<file path="src/rtl/mips32_run_control.sv">
// ---------------------------------------------------------------------------
// mips32_run_control
//
// Run controller for one or more simulated MIPS32 cores. On a start request
// it holds the cores in reset for a fixed number of cycles, then enables
// them and counts run cycles. Each core is stopped individually when it
// reports a halt. The run ends when every core has halted, or with a
// timeout flag when the cycle budget runs out. An abort returns the
// controller to idle at any point.
//
// Parameters
//   NUM_CORES    number of controlled cores (>= 1)
//   RESET_CYCLES cycles core_rst_n is held low before the run (>= 1)
//   MAX_CYCLES   run-cycle budget (1 .. 2^CNT_WIDTH-1)
//   CNT_WIDTH    width of the run-cycle counter
//
// Ports
//   clock        single clock, rising edge
//   reset_n      synchronous active-low reset
//   start        launch a run (level sampled in IDLE and DONE)
//   abort        cancel a run and return to IDLE
//   halt_in      per-core halt indication, only looked at in RUN
//   core_rst_n   active-low reset driven to the cores
//   core_en      per-core clock enable
//   cycle_count  run cycles elapsed (0 in the first RUN cycle)
//   halted_mask  sticky per-core halted flags
//   busy         high in RST_HOLD or RUN
//   done         high in DONE
//   timeout      high in DONE when the budget was exhausted
//
// Every output comes straight from a flop: the next-state logic computes
// the next value of each output from the next state.
// ---------------------------------------------------------------------------
module mips32_run_control #(
  parameter int NUM_CORES    = 1,
  parameter int RESET_CYCLES = 2,
  parameter int MAX_CYCLES   = 9,
  parameter int CNT_WIDTH    = 16
) (
  input  logic                 clock,
  input  logic                 reset_n,
  input  logic                 start,
  input  logic                 abort,
  input  logic [NUM_CORES-1:0] halt_in,
  output logic                 core_rst_n,
  output logic [NUM_CORES-1:0] core_en,
  output logic [CNT_WIDTH-1:0] cycle_count,
  output logic [NUM_CORES-1:0] halted_mask,
  output logic                 busy,
  output logic                 done,
  output logic                 timeout
);

  typedef enum logic [1:0] {
    IDLE     = 2'd0,
    RST_HOLD = 2'd1,
    RUN      = 2'd2,
    DONE     = 2'd3
  } state_t;

  localparam int HOLD_W = (RESET_CYCLES > 1) ? $clog2(RESET_CYCLES) : 1;
  localparam logic [HOLD_W-1:0]    HOLD_LAST = HOLD_W'(RESET_CYCLES - 1);
  localparam logic [CNT_WIDTH-1:0] CNT_LAST  = CNT_WIDTH'(MAX_CYCLES - 1);

  state_t                 state_reg, state_next;
  logic [HOLD_W-1:0]      hold_reg, hold_next;
  logic [CNT_WIDTH-1:0]   count_reg, count_next;
  logic [NUM_CORES-1:0]   mask_reg, mask_next;
  logic [NUM_CORES-1:0]   en_reg, en_next;
  logic                   rst_n_reg, rst_n_next;
  logic                   busy_reg, busy_next;
  logic                   done_reg, done_next;
  logic                   timeout_reg, timeout_next;
  logic [NUM_CORES-1:0]   mask_upd;

  // State and output registers
  always_ff @(posedge clock) begin
    if (!reset_n) begin
      state_reg   <= IDLE;
      hold_reg    <= '0;
      count_reg   <= '0;
      mask_reg    <= '0;
      en_reg      <= '0;
      rst_n_reg   <= 1'b0;
      busy_reg    <= 1'b0;
      done_reg    <= 1'b0;
      timeout_reg <= 1'b0;
    end else begin
      state_reg   <= state_next;
      hold_reg    <= hold_next;
      count_reg   <= count_next;
      mask_reg    <= mask_next;
      en_reg      <= en_next;
      rst_n_reg   <= rst_n_next;
      busy_reg    <= busy_next;
      done_reg    <= done_next;
      timeout_reg <= timeout_next;
    end
  end

  // Next-state and next-output logic
  always_comb begin
    state_next   = state_reg;
    hold_next    = hold_reg;
    count_next   = count_reg;
    mask_next    = mask_reg;
    timeout_next = timeout_reg;

    // A halt only counts for a core that is still enabled; en_reg is zero
    // outside RUN, so halt_in is ignored there automatically.
    mask_upd = mask_reg | (halt_in & en_reg);

    unique case (state_reg)
      IDLE, DONE: begin
        if (start) begin
          state_next   = RST_HOLD;
          hold_next    = '0;
          count_next   = '0;
          mask_next    = '0;
          timeout_next = 1'b0;
        end
      end
      RST_HOLD: begin
        if (hold_reg == HOLD_LAST) begin
          state_next = RUN;
        end else begin
          hold_next = hold_reg + HOLD_W'(1);
        end
      end
      RUN: begin
        mask_next = mask_upd;
        // Completion is tested before the budget so that a final halt on
        // the last budget cycle is reported as a clean finish.
        if (&mask_upd) begin
          state_next   = DONE;
          timeout_next = 1'b0;
        end else if (count_reg == CNT_LAST) begin
          state_next   = DONE;
          timeout_next = 1'b1;
        end else begin
          count_next = count_reg + CNT_WIDTH'(1);
        end
      end
      default: state_next = IDLE;
    endcase

    // Abort overrides start and any RUN exit; counter and mask freeze.
    if (abort && state_reg != IDLE) begin
      state_next   = IDLE;
      hold_next    = hold_reg;
      count_next   = count_reg;
      mask_next    = mask_reg;
      timeout_next = 1'b0;
    end

    // Outputs for the coming cycle. mask_next is already zero when RUN is
    // entered from RST_HOLD, so ~mask_next covers both entry and staying.
    en_next    = (state_next == RUN) ? ~mask_next : '0;
    rst_n_next = (state_next == RUN) || (state_next == DONE);
    busy_next  = (state_next == RST_HOLD) || (state_next == RUN);
    done_next  = (state_next == DONE);
  end

  assign core_rst_n  = rst_n_reg;
  assign core_en     = en_reg;
  assign cycle_count = count_reg;
  assign halted_mask = mask_reg;
  assign busy        = busy_reg;
  assign done        = done_reg;
  assign timeout     = timeout_reg;

endmodule

</file>
<file path="config.mk">
export PLATFORM = sky130hd
export DESIGN_NAME = mips32_run_control
export DESIGN_NICKNAME = d
export VERILOG_FILES = /design/src/rtl/mips32_run_control.sv
export SDC_FILE = /design/constraint.sdc
export NUM_CORES = 1
export LEC_CHECK = 0
export ABC_AREA = 0
export BUFFER_PORTS_ARGS = -buffer_cell sky130_fd_sc_hd__buf_2
export CAP_MARGIN = 30
export CORE_ASPECT_RATIO = 0.75
export CORE_MARGIN = 4
export CORE_UTILIZATION = 50
export DETAILED_ROUTE_END_ITERATION = 16
export PLACE_DENSITY_LB_ADDON = 0.05
export SLEW_MARGIN = 5
export SYNTH_ARGS = -nofsm -noshare
export SYNTH_HDL_FRONTEND = slang
export SYNTH_SLANG_ARGS = --single-unit
</file>
<file path="constraint.sdc">
create_clock -name clock -period 3.2 [get_ports clock]
set_clock_uncertainty 0.2 [all_clocks]
set_input_delay 0.32 -clock clock [delete_from_list [all_inputs] [get_ports clock]]
set_output_delay 0.32 -clock clock [all_outputs]
set_load 0.02 [all_outputs]
</file>
After elaboration in Yosys (flattened, before gate mapping)
Index checks and enable logic that the tools add are counted.
{ "word_totals": {"word_cells": 59, "ff_bits": 25, "input_bits": 5, "out_inout_bits": 22} }
{ "classes": {"eq_ne": 11, "mux": 19, "addsub": 2, "bitwise_logic": 5, "reduce_logical": 13} }
{ "ops": {"columns": ["op", "count"], "rows": [
  ["$mux W16", 3],
  ["$pmux W16 S2", 1],
  ["$add A16 B1 Y16 const B", 1],
  ["$eq A16 B4 Y1 const B", 1],
  ["$mux W2", 5],
  ["$eq A2 B2 Y1 const B", 4],
  ["$mux W1", 6],
  ["$ne A2 B2 Y1 const B", 3],
  ["$pmux W1 S2", 3],
  ["$pmux W2 S3", 1],
  ["$reduce_and A3 Y1", 2],
  ["$reduce_bool A2 Y1", 3],
  ["$reduce_and A5 Y1", 1],
  ["$eq A2 B1 Y1 const B", 2],
  ["$reduce_or A2 Y1", 2],
  ["$ne A3 B3 Y1 const B", 1],
  ["$not A1 Y1", 3],
  ["$logic_not A2 Y1", 1],
  ["$logic_or A1 B1 Y1", 2],
  ["$reduce_and A2 Y1", 1],
  ["$add A1 B1 Y1 const B", 1],
  ["$and A1 B1 Y1", 1],
  ["$logic_and A1 B1 Y1", 1],
  ["$or A1 B1 Y1", 1]
]} }

Logic depth before layout (Yosys ltp)
Gate-level depths: netlist of run 1.
{ "depth": {"ltp_word": 7, "mapped_depth": 9, "depth_no_buf": 9} }

Worst setup path before layout of run 1
OpenSTA, ideal clock, no wires.
{ "synth_timing": {"path_kind": "register to register", "start": "register state_reg[0]", "end": "register count_reg[5] (netlist: cycle_count[5])", "path_stages_with_launch": 8, "synth_period_minus_slack_ns": 2.217, "required_time_ns": 2.928, "setup_ns": 0.072, "arrival_time_ns": 1.945, "n_path_buf": 1, "setup_slack_ns": 0.983, "cell_sequence": "dfxtp_1 > inv_1 > ha_1 > nand2b_1 > a21o_1 > clkbuf_1 > nor4_1 > mux2i_1"} }
{ "synth_between": {"elab_chain_len": 4, "elab_cells_between_ends": 13, "classes_between": "eq/ne: 5; mux: 1; bitwise: 1; reduce/logical: 6"} }
{ "synth_lines": {"columns": ["item", "line", "text"], "rows": [
  ["start: declaration", "65", "state_t state_reg, state_next;"],
  ["start signal: assignment", "89", "state_reg <= state_next;"],
  ["$eq A2 B2 Y1 (tied with other cells)", "113", "unique case (state_reg)"],
  ["$reduce_or A2 Y1 / $logic_and A1 B1 Y1 (equally long branches)", "113, 148", null],
  ["$ne A2 B2 Y1 (no line) (tied with other cells)", null, null],
  ["$reduce_and A5 Y1 (no line)", null, null],
  ["end signal: assignment", "91", "count_reg <= count_next;"],
  ["end: declaration", "67", "logic [CNT_WIDTH-1:0] count_reg, count_next;"]
]} }
Several ways; a longest one is shown, not always the timed one.
A chain may end at the register's enable or synchronous reset.

Final worst setup path of run 1
{ "layout_timing": {"start": "register state_reg[0]", "end": "register count_reg[8] (netlist: cycle_count[8])"} }
Same word-level chain as after synthesis.

==> out/qor.yml, run 1 <==
status:
  status: "finished, final reports clean"
timing:
  min_period_ns: 2.51
  max-slew-margin-rel: 0.548
  finalHoldViolCount: 0
  rsz0062_at_grt: "false"
  final_max_slew_viol_count: 0
  worstMarginPinSlew_ns: 0.673
  finalCritPeriodShare: 0.783
  timing.final.ws_setup_ns: 0.694
  setup_viol: 0
  fin_setup_tns_ns: 0
  fmax_mhz: 399
  holdWs_ns: 0.178
pwr:
  p_sw_mw: 0.159
  pwr-share-comb: 0.147
  pwr-share-clk: 0.310
  leakagePower_nw: 0.667
  irDropWorstVdd_uv: 233
  seq_power_share: 0.543
  sw_frac_of_total: 0.269
  intPower_mw: 0.430
  p_per_area_nw_per_um2: 344
die:
  coreArea_um2: 2940
  die_area_um2: 4000
  dieHeight_um: 55.8
  initial_core_util: 0.519
  pin_count: 27
  fp-row-count: 17
  die_width_um: 71.7
route:
  postRouteAntennaNets: 0
  viasPerCell: 6.21
  drc: 0
  drt_iter0_markers: 166
  dr_total_vias: 1504
  first_pass_iters: 5
  routed_wl_mm: 3.73
  wl_per_cell_um: 15.4
synthesis:
  ys_async_sr_fraction: 0
  synth_cell_types: 40
  synth_area_um2: 1520
  syn_avg_cell_area_um2: 8.41
  netlist_instances: 181
  synth_commonest_cells: "dfxtp_1 (25), nand2_1 (19), a21oi_1 (11)"
  yosys_register_bits: 25
  synth-edff-count: 0
  yosysMostFrequentCell: "dfxtp_1"
  yosysTopAreaCellShare: 0.329
  syn_nets: 194
  yosysSeqAreaShare: 0.329
  synth_area_leaders: "dfxtp_1 (33%), ha_1 (6.6%), o31ai_1 (4.9%)"
  ys_warn_count: 0
  synth_top_cell_by_area: "dfxtp_1"
  synth-main-ff-cell: "dfxtp_1"
clock_tree:
  cts_tree: "built"
  holdBufCountCts: 0
  worstSkewPairLatency_ns: 0.27
  cts_sinks: 25
  numCtsBuffers: 3
  postCtsResizedCells: 0
  clockBufferDepth: 2
  clk_pin_slew_ns: 0.09
  ctsRootBufferMaster: "clkbuf_8"
  h-tree-depth: 1
  postCtsSetupRepairBufs: 0
worst_setup_path:
  crit_path_start_kind: "flip-flop"
  critical_path_class: "flip-flop to flip-flop"
  r2r_start: "state_reg[0]"
  reg2reg_slack_ns: 0.69
  r2r-end: "cycle_count[8]"
  reg2reg_depth: 6
  critPathRequiredTime_ns: 3.17
  cp-end-kind: "flip-flop"
  arrival_ns: 2.47
  worstPathMaxFanout: 17
cells_and_area:
  drive_gt1_frac: 0.186
  fillerInstances: 264
  fin_nets: 218
  regArea_um2: 500
  n_antenna_cell: 0
  stdcell_count: 242
  largest_reg_flops: 16
  multi_input_area_um2: 948
  area.growth.synth_to_final_pct: 12.3
  post-route-util: 0.583
worst_hold_path:
  min_from: "reset_n"
  hp-class: "input port to flip-flop"
  hold_depth: 3
  holdPathEnd: "core_en"
global_routing:
  grt_pass1_vias: 1253
  grt_usage: 0.191
  grt_max_degree: 18
  antenna_found_initial: 0
  grt_pass1_wl_mm: 6.14
  gr-total-overflow: 0
placed_design:
  dp.cells: 238
  place_ws_ns: 0.712
  port_buffers: 26
  gp_congestion: 0.969
  dp_hpwl_mm: 2.85
flow_run:
  drv_cap: 0
per-stage QoR:
step | instance area (um^2) | power [mW]
floorplan | 1520 | 0.391
global placement | 1660 | 0.410
detailed placement | 1660 | 0.412
CTS | 1710 | 0.596
global route | 1710 | 0.623
finish | 1710 | 0.589
how the worst max path moves through the flow:
| stage | start | to | slack, ns | depth (start not counted) |
|---|---|---|---|---|
| 2_1_floorplan | state_reg[0] | cycle_count[5] | 0.98 | 7 |
| 3_3_place_gp | state_reg[0] | cycle_count[8] | 0.79 | 6 |
| 3_5_place_dp | state_reg[0] | cycle_count[8] | 0.71 | 6 |
| 4_1_cts | state_reg[0] | cycle_count[8] | 0.72 | 6 |
| 5_1_grt | state_reg[0] | cycle_count[0] | 0.54 | 6 |
| 6_report | state_reg[0] | cycle_count[8] | 0.69 | 6 |
placed cells by master (no fill, tap or decap), types with 4 or more instances in the layout:
cell type and instances:
nand4_1 6, ha_1 8, or4_1 10, nand4b_1 7, mux2i_1 4, inv_1 7
nor4_1 8, dfxtp_1 25, o211ai_1 6, nand2b_1 6, a21oi_1 11, nor2_1 10
buf_2 26, nand2_1 19, nand3_1 8, o31ai_1 10
worst max-delay path: stages (launching register included):
cell	delay [ns]
dfxtp_1	0.38
inv_1	0.11
ha_1	0.40
nand2b_1	0.24
a21o_1	0.36
or4_1	0.58
mux2i_1	0.13
cells by family after synthesis:
| logic type | after synthesis | share of synthesized area |
|---|---|---|
| muxes | 4 | 0.0263 |
| DFF | 25 | 0.329 |
| and+or+nand+nor | 90 | 0.356 |
| adders and majority gates | 8 | 0.0657 |
| buffers and inverters | 16 | 0.0485 |
| AOI/OAI and AO/OA | 38 | 0.175 |
layout make-up:
type                       count  share of cell area
clock buffer                   3              0.0241
clock inverter                 1             0.00293
inverter                       8              0.0176
multi-input combinational    140               0.554
sequential                    25               0.293
tap                           38              0.0278
timing repair buffer          27              0.0805
metal layers:
metal  track usage  part of all wire
met4        0.0349            0.0051
met2         0.255              0.40
met1         0.304              0.52
met5             0                 0
met3        0.0469             0.078
power by group through the flow:
stage | sequential (mW) | clock [mW] | combinational (mW)
final | 0.320 | 0.183 | 0.0863
after global routing | 0.321 | 0.205 | 0.0969
after CTS | 0.320 | 0.191 | 0.0856
after detailed placement | 0.327 | 0 | 0.0849
after global placement | 0.327 | 0 | 0.0828
after floorplan | 0.329 | 0 | 0.0610
Power figures use the tool's default switching activity.
==> run 2: changes to the inputs <==
==> constraint.sdc (replaced) <==
create_clock -name clock -period 2.1 [get_ports clock]
set_clock_uncertainty 0.2 [all_clocks]
set_input_delay 0.21 -clock clock [delete_from_list [all_inputs] [get_ports clock]]
set_output_delay 0.21 -clock clock [all_outputs]
set_load 0.02 [all_outputs]
==> run 2 against run 1 <==
  * Worst setup slack got worse by 0.67 ns
  * Via count up 12%
  * Critical path depth stayed put
  * Sequential cell count did not move
  * Worst hold slack worse by 0.13 ns
  * Clock-buffer cell count unchanged
==> out/qor.yml, run 2 (synthesized netlist as in run 1, its figures left out) <==
cells_and_area:
  area.growth.synth_to_final_pct: 38.5
  mostFrequentLayoutCells: "buf_4 (38), buf_2 (26), dfxtp_1 (20), nand2_1 (19), nor2_1 (10)"
  n_antenna_cell: 0
  fin_nets: 256
  stdcell_count: 280
  largest_reg_flops: 16
  post-route-util: 0.719
  drive_gt1_frac: 0.401
  final_common_cell: "buf_4"
die:
  die_area_um2: 4000
  die_width_um: 71.7
  fp-row-count: 17
  dieHeight_um: 55.8
  coreArea_um2: 2940
  initial_core_util: 0.519
  pin_count: 27
timing:
  holdWs_ns: 0.0509
  min_period_ns: 2.08
  rsz0062_at_grt: "true"
  final_max_slew_viol_count: 0
  worstMarginPinSlew_ns: 0.541
  fin_setup_tns_ns: 0
  finalCritPeriodShare: 0.990
  max-slew-margin-rel: 0.638
  setup_viol: 0
  fmax_mhz: 481
  finalHoldViolCount: 0
clock_tree:
  cts_tree: "built"
  holdBufCountCts: 0
  cts_sinks: 25
  worstSkewPairLatency_ns: 0.28
  clockBufferDepth: 2
  h-tree-depth: 1
  ctsRootBufferMaster: "clkbuf_8"
  clk_pin_slew_ns: 0.09
  numCtsBuffers: 3
route:
  first_pass_iters: 5
  wl_per_cell_um: 16.6
  dr_total_vias: 1678
  routed_wl_mm: 4.66
  postRouteAntennaNets: 0
  drt_iter0_markers: 142
  viasPerCell: 5.99
  drc: 0
global_routing:
  grt_max_degree: 16
  grt_pass1_vias: 1473
  gr-total-overflow: 0
  grt_usage: 0.227
  grt_pass1_wl_mm: 7.23
  antenna_found_initial: 0
placed_design:
  gp_congestion: 0.957
  dp_hpwl_mm: 3.48
  dp.cells: 273
  port_buffers: 26
pwr:
  leakagePower_nw: 0.882
  p_per_area_nw_per_um2: 466
  power_mw: 0.983
  irDropWorstVdd_uv: 303
worst_setup_path:
  crit_path_start_kind: "flip-flop"
  r2r-end: "cycle_count[10]"
  cp-end-kind: "flip-flop"
  worstPathMaxFanout: 4
  reg2reg_depth: 6
  reg2reg_slack_ns: 0.02
  critPathRequiredTime_ns: 2.13
  critical_path_class: "flip-flop to flip-flop"
  arrival_ns: 2.10
  r2r_start: "cycle_count[1]"
flow_run:
  drv_cap: 0
worst_hold_path:
  hp-class: "input port to flip-flop"
  min_from: "reset_n"
  hold_depth: 3
  holdPathEnd: "core_en"
status:
  status: "finished, final reports clean"
-- run 2: cell count changes in the layout (fill, tap and decap cells not counted), sizes merged --
cell	before	now
clkinv	2	1
buf	27	65
clkinvlp	0	1
-- run 2: per-layer routing --
| layer | share of wire | vias up | track usage |
|---|---|---|---|
| met5 | 0 | - | 0 |
| met4 | 0.016 | 0 | 0.0590 |
| met3 | 0.093 | 7 | 0.0469 |
| met2 | 0.44 | 78 | 0.330 |
| met1 | 0.45 | 783 | 0.338 |
| li1 | - | 810 | - |
-- run 2: layout make-up --
cell class / count / area, um^2
clock inverters: 1 / 7.51
multi-input cells: 140 / 1050
clock buffers: 3 / 41.3
fillers: 236 / 826
repair buffers: 65 / 427
well taps: 38 / 47.5
inverters: 8 / 30.0
flip-flops and latches: 25 / 507
-- run 2: how the worst max path moves through the flow --
| stage | slack [ns] | to | from |
|---|---|---|---|
| 5_1_grt | -0.04 | busy | cycle_count[0] |
| 3_3_place_gp | 0.03 | cycle_count[8] | state_reg[0] |
| 4_1_cts | 0.008 | cycle_count[8] | state_reg[0] |
| 2_1_floorplan | 0.02 | cycle_count[8] | state_reg[0] |
| 6_report | 0.02 | cycle_count[10] | cycle_count[1] |
| 3_5_place_dp | -0.03 | cycle_count[8] | state_reg[1] |
-- run 2: report_power, final --
| group | internal [mW] | switching [mW] |
|---|---|---|
| combinational | 0.0811 | 0.112 |
| sequential | 0.482 | 0.00540 |
| clock | 0.135 | 0.167 |
-- run 2: worst max-delay path: stages, from the launching register on --
cell	delay [ns]
dfxtp_2	0.35
buf_4	0.13
ha_1	0.16
inv_1	0.06
or4_1	0.57
or4_4	0.43
a21oi_2	0.13
-- run 2: through the flow --
step                instance area (um^2)  worst slack, ns
global placement                    1950           0.0276
CTS                                 2010          0.00766
global route                        2110          -0.0406
floorplan                           1540           0.0172
detailed placement                  1950          -0.0296
finish                              2110           0.0212
-- run 2: timing repair --
action                     CTS  global route
hold endpoints to repair     0             0
resized for setup            3            19
buffers inserted             0             3
pin swaps                    0             5
setup endpoints to repair    5            18
==> run 3: changes to the inputs <==
--- a/config.mk
+++ b/config.mk
@@ -6,12 +6,12 @@
 export NUM_CORES = 1
 export LEC_CHECK = 0
 export ABC_AREA = 0
-export BUFFER_PORTS_ARGS = -buffer_cell sky130_fd_sc_hd__buf_2
 export CAP_MARGIN = 30
 export CORE_ASPECT_RATIO = 0.75
 export CORE_MARGIN = 4
 export CORE_UTILIZATION = 50
 export DETAILED_ROUTE_END_ITERATION = 16
+export DONT_BUFFER_PORTS = 1
 export PLACE_DENSITY_LB_ADDON = 0.05
 export SLEW_MARGIN = 5
 export SYNTH_ARGS = -nofsm -noshare
==> run 3 against run 2 <==
  * The run now ends with negative setup slack left
  * Power decreased by 0.35%
  * Critical path depth rose by 2
  * Core utilization increased by 0.60 points
  * Combinational power fell by 5%
  * Register-to-register slack got worse by 0.03 ns
  * Sequential power increased by 1%
  * Worst hold slack got worse by 0.030 ns
  * Non-clock buffer count fell by 11
  * Via count grew 1.1%
  * Global-route usage is 0.49 points higher
  * Critical path type unchanged
==> out/qor.yml, run 3 (synthesized netlist as in run 1, its figures left out) <==
global_routing:
  gr-total-overflow: 0
  grt_usage: 0.232
  antenna_found_initial: 0
  grt_pass1_wl_mm: 7.45
  grt_max_degree: 16
  grt_pass1_vias: 1551
die:
  initial_core_util: 0.519
  dieHeight_um: 55.8
  coreArea_um2: 2940
  die_width_um: 71.7
  die_area_um2: 4000
  fp-row-count: 17
  pin_count: 27
route:
  drt_iter0_markers: 161
  wl_per_cell_um: 17.6
  postRouteAntennaNets: 0
  first_pass_iters: 5
  drc: 0
  viasPerCell: 6.29
  routed_wl_mm: 4.75
  dr_total_vias: 1697
worst_setup_path:
  reg2reg_slack_ns: -0.007
  cp-end-kind: "flip-flop"
  reg2reg_depth: 8
  arrival_ns: 2.12
  critPathRequiredTime_ns: 2.12
  crit_path_start_kind: "flip-flop"
  critical_path_class: "flip-flop to flip-flop"
  r2r-end: "cycle_count[3]"
  worstPathMaxFanout: 7
  r2r_start: "state_reg[0]"
placed_design:
  gp_congestion: 0.911
  dp_hpwl_mm: 3.46
  port_buffers: 0
  dp.cells: 255
clock_tree:
  numCtsBuffers: 3
  worstSkewPairLatency_ns: 0.28
  clockBufferDepth: 2
  ctsRootBufferMaster: "clkbuf_8"
  clk_pin_slew_ns: 0.10
  cts_sinks: 25
  cts_tree: "built"
  h-tree-depth: 1
timing:
  rsz0062_at_grt: "true"
  finalHoldViolCount: 0
  max-slew-margin-rel: 0.669
  fin_setup_tns_ns: -0.00690
  timing.final.ws_setup_ns: -0.00690
  setup_viol: 1
  min_period_ns: 2.11
  worstMarginPinSlew_ns: 0.492
  final_max_slew_viol_count: 0
  finalCritPeriodShare: 1.00
  fmax_mhz: 475
cells_and_area:
  mostFrequentLayoutCells: "buf_4 (50), dfxtp_1 (20), nand2_1 (19), o31ai_1 (10), nor2_1 (9)"
  final_common_cell: "buf_4"
  stdcell_count: 270
  fin_nets: 246
  n_antenna_cell: 0
  drive_gt1_frac: 0.388
  regArea_um2: 509
  multi_input_area_um2: 1070
  fillerInstances: 230
  largest_reg_flops: 16
  area.growth.synth_to_final_pct: 39.7
status:
  violations: "negative setup slack"
  status: "finished, violations left"
worst_hold_path:
  hp-class: "input port to flip-flop"
  holdPathEnd: "hold_reg"
  hold_depth: 3
  min_from: "abort"
pwr:
  p_per_area_nw_per_um2: 461
  leakagePower_nw: 0.821
  irDropWorstVdd_uv: 327
flow_run:
  drv_cap: 0
run 3: cell count changes in the layout (fill, tap and decap cells not counted), sizes merged:
| cell | before | now |
|---|---|---|
| buf | 65 | 50 |
| dlygate4sd3 | 0 | 3 |
| a41o | 1 | 2 |
| clkbuf | 3 | 4 |
| clkinv | 1 | 0 |
| clkinvlp | 1 | 2 |
run 3: layout make-up:
class | instances | area share
clock buffers | 3 | 0.0194
well taps | 38 | 0.0224
flip-flops and latches | 25 | 0.239
inverters | 8 | 0.0171
clock inverters | 1 | 0.00353
multi-input cells | 141 | 0.504
repair buffers | 54 | 0.194
run 3: stage by stage:
stage / total power, mW / worst slack [ns] / cell area (um^2) / hold slack [ns] / utilization
floorplan: 0.601 / 0.0172 / 1540 / 0.276 / -
global placement: 0.651 / -0.0377 / 1880 / 0.138 / 0.640
detailed placement: 0.657 / -0.0686 / 1880 / 0.147 / 0.640
CTS: 0.966 / 0.00255 / 2010 / 0.0206 / 0.684
global route: 1.02 / -0.0785 / 2130 / 0.0630 / 0.725
finish: 0.980 / -0.00690 / 2130 / 0.0211 / 0.725
run 3: worst max-delay path, stage by stage (launching register included):
cell and delay (ns):
dfxtp_2 0.34, inv_2 0.08, buf_4 0.13, ha_1 0.15, nand2_1 0.10, a21o_4 0.25, clkbuf_4 0.17, or4_1 0.46
a21oi_1 0.15
run 3: worst max-delay path by stage:
stage	startpoint	endpoint	slack [ns]
2_1_floorplan	state_reg[0]	cycle_count[8]	0.02
3_3_place_gp	state_reg[0]	cycle_count[8]	-0.04
3_5_place_dp	state_reg[0]	cycle_count[8]	-0.07
4_1_cts	cycle_count[0]	cycle_count[8]	0.003
5_1_grt	cycle_count[0]	core_rst_n	-0.08
6_report	state_reg[0]	cycle_count[3]	-0.007
run 3: where the power goes:
| part | internal (mW) | switching (mW) | leakage, nW |
|---|---|---|---|
| Clock | 0.135 | 0.169 | 0.0217 |
| Sequential | 0.481 | 0.0108 | 0.205 |
| Combinational | 0.0802 | 0.103 | 0.595 |
| Total | 0.697 | 0.283 | 0.821 |
run 3: timing repair:
action	CTS	global route
pin swaps	3	6
gates cloned	1	0
hold endpoints to repair	14	0
endpoints found under the setup margin	6	17
gates resized for setup	7	26
hold buffers	3	0
setup buffers	2	5
run 3: routing by layer:
layer  track usage  part of all wire
met3        0.0578             0.084
met1         0.340              0.47
met2         0.336              0.43
met4        0.0590             0.013
met5             0                 0
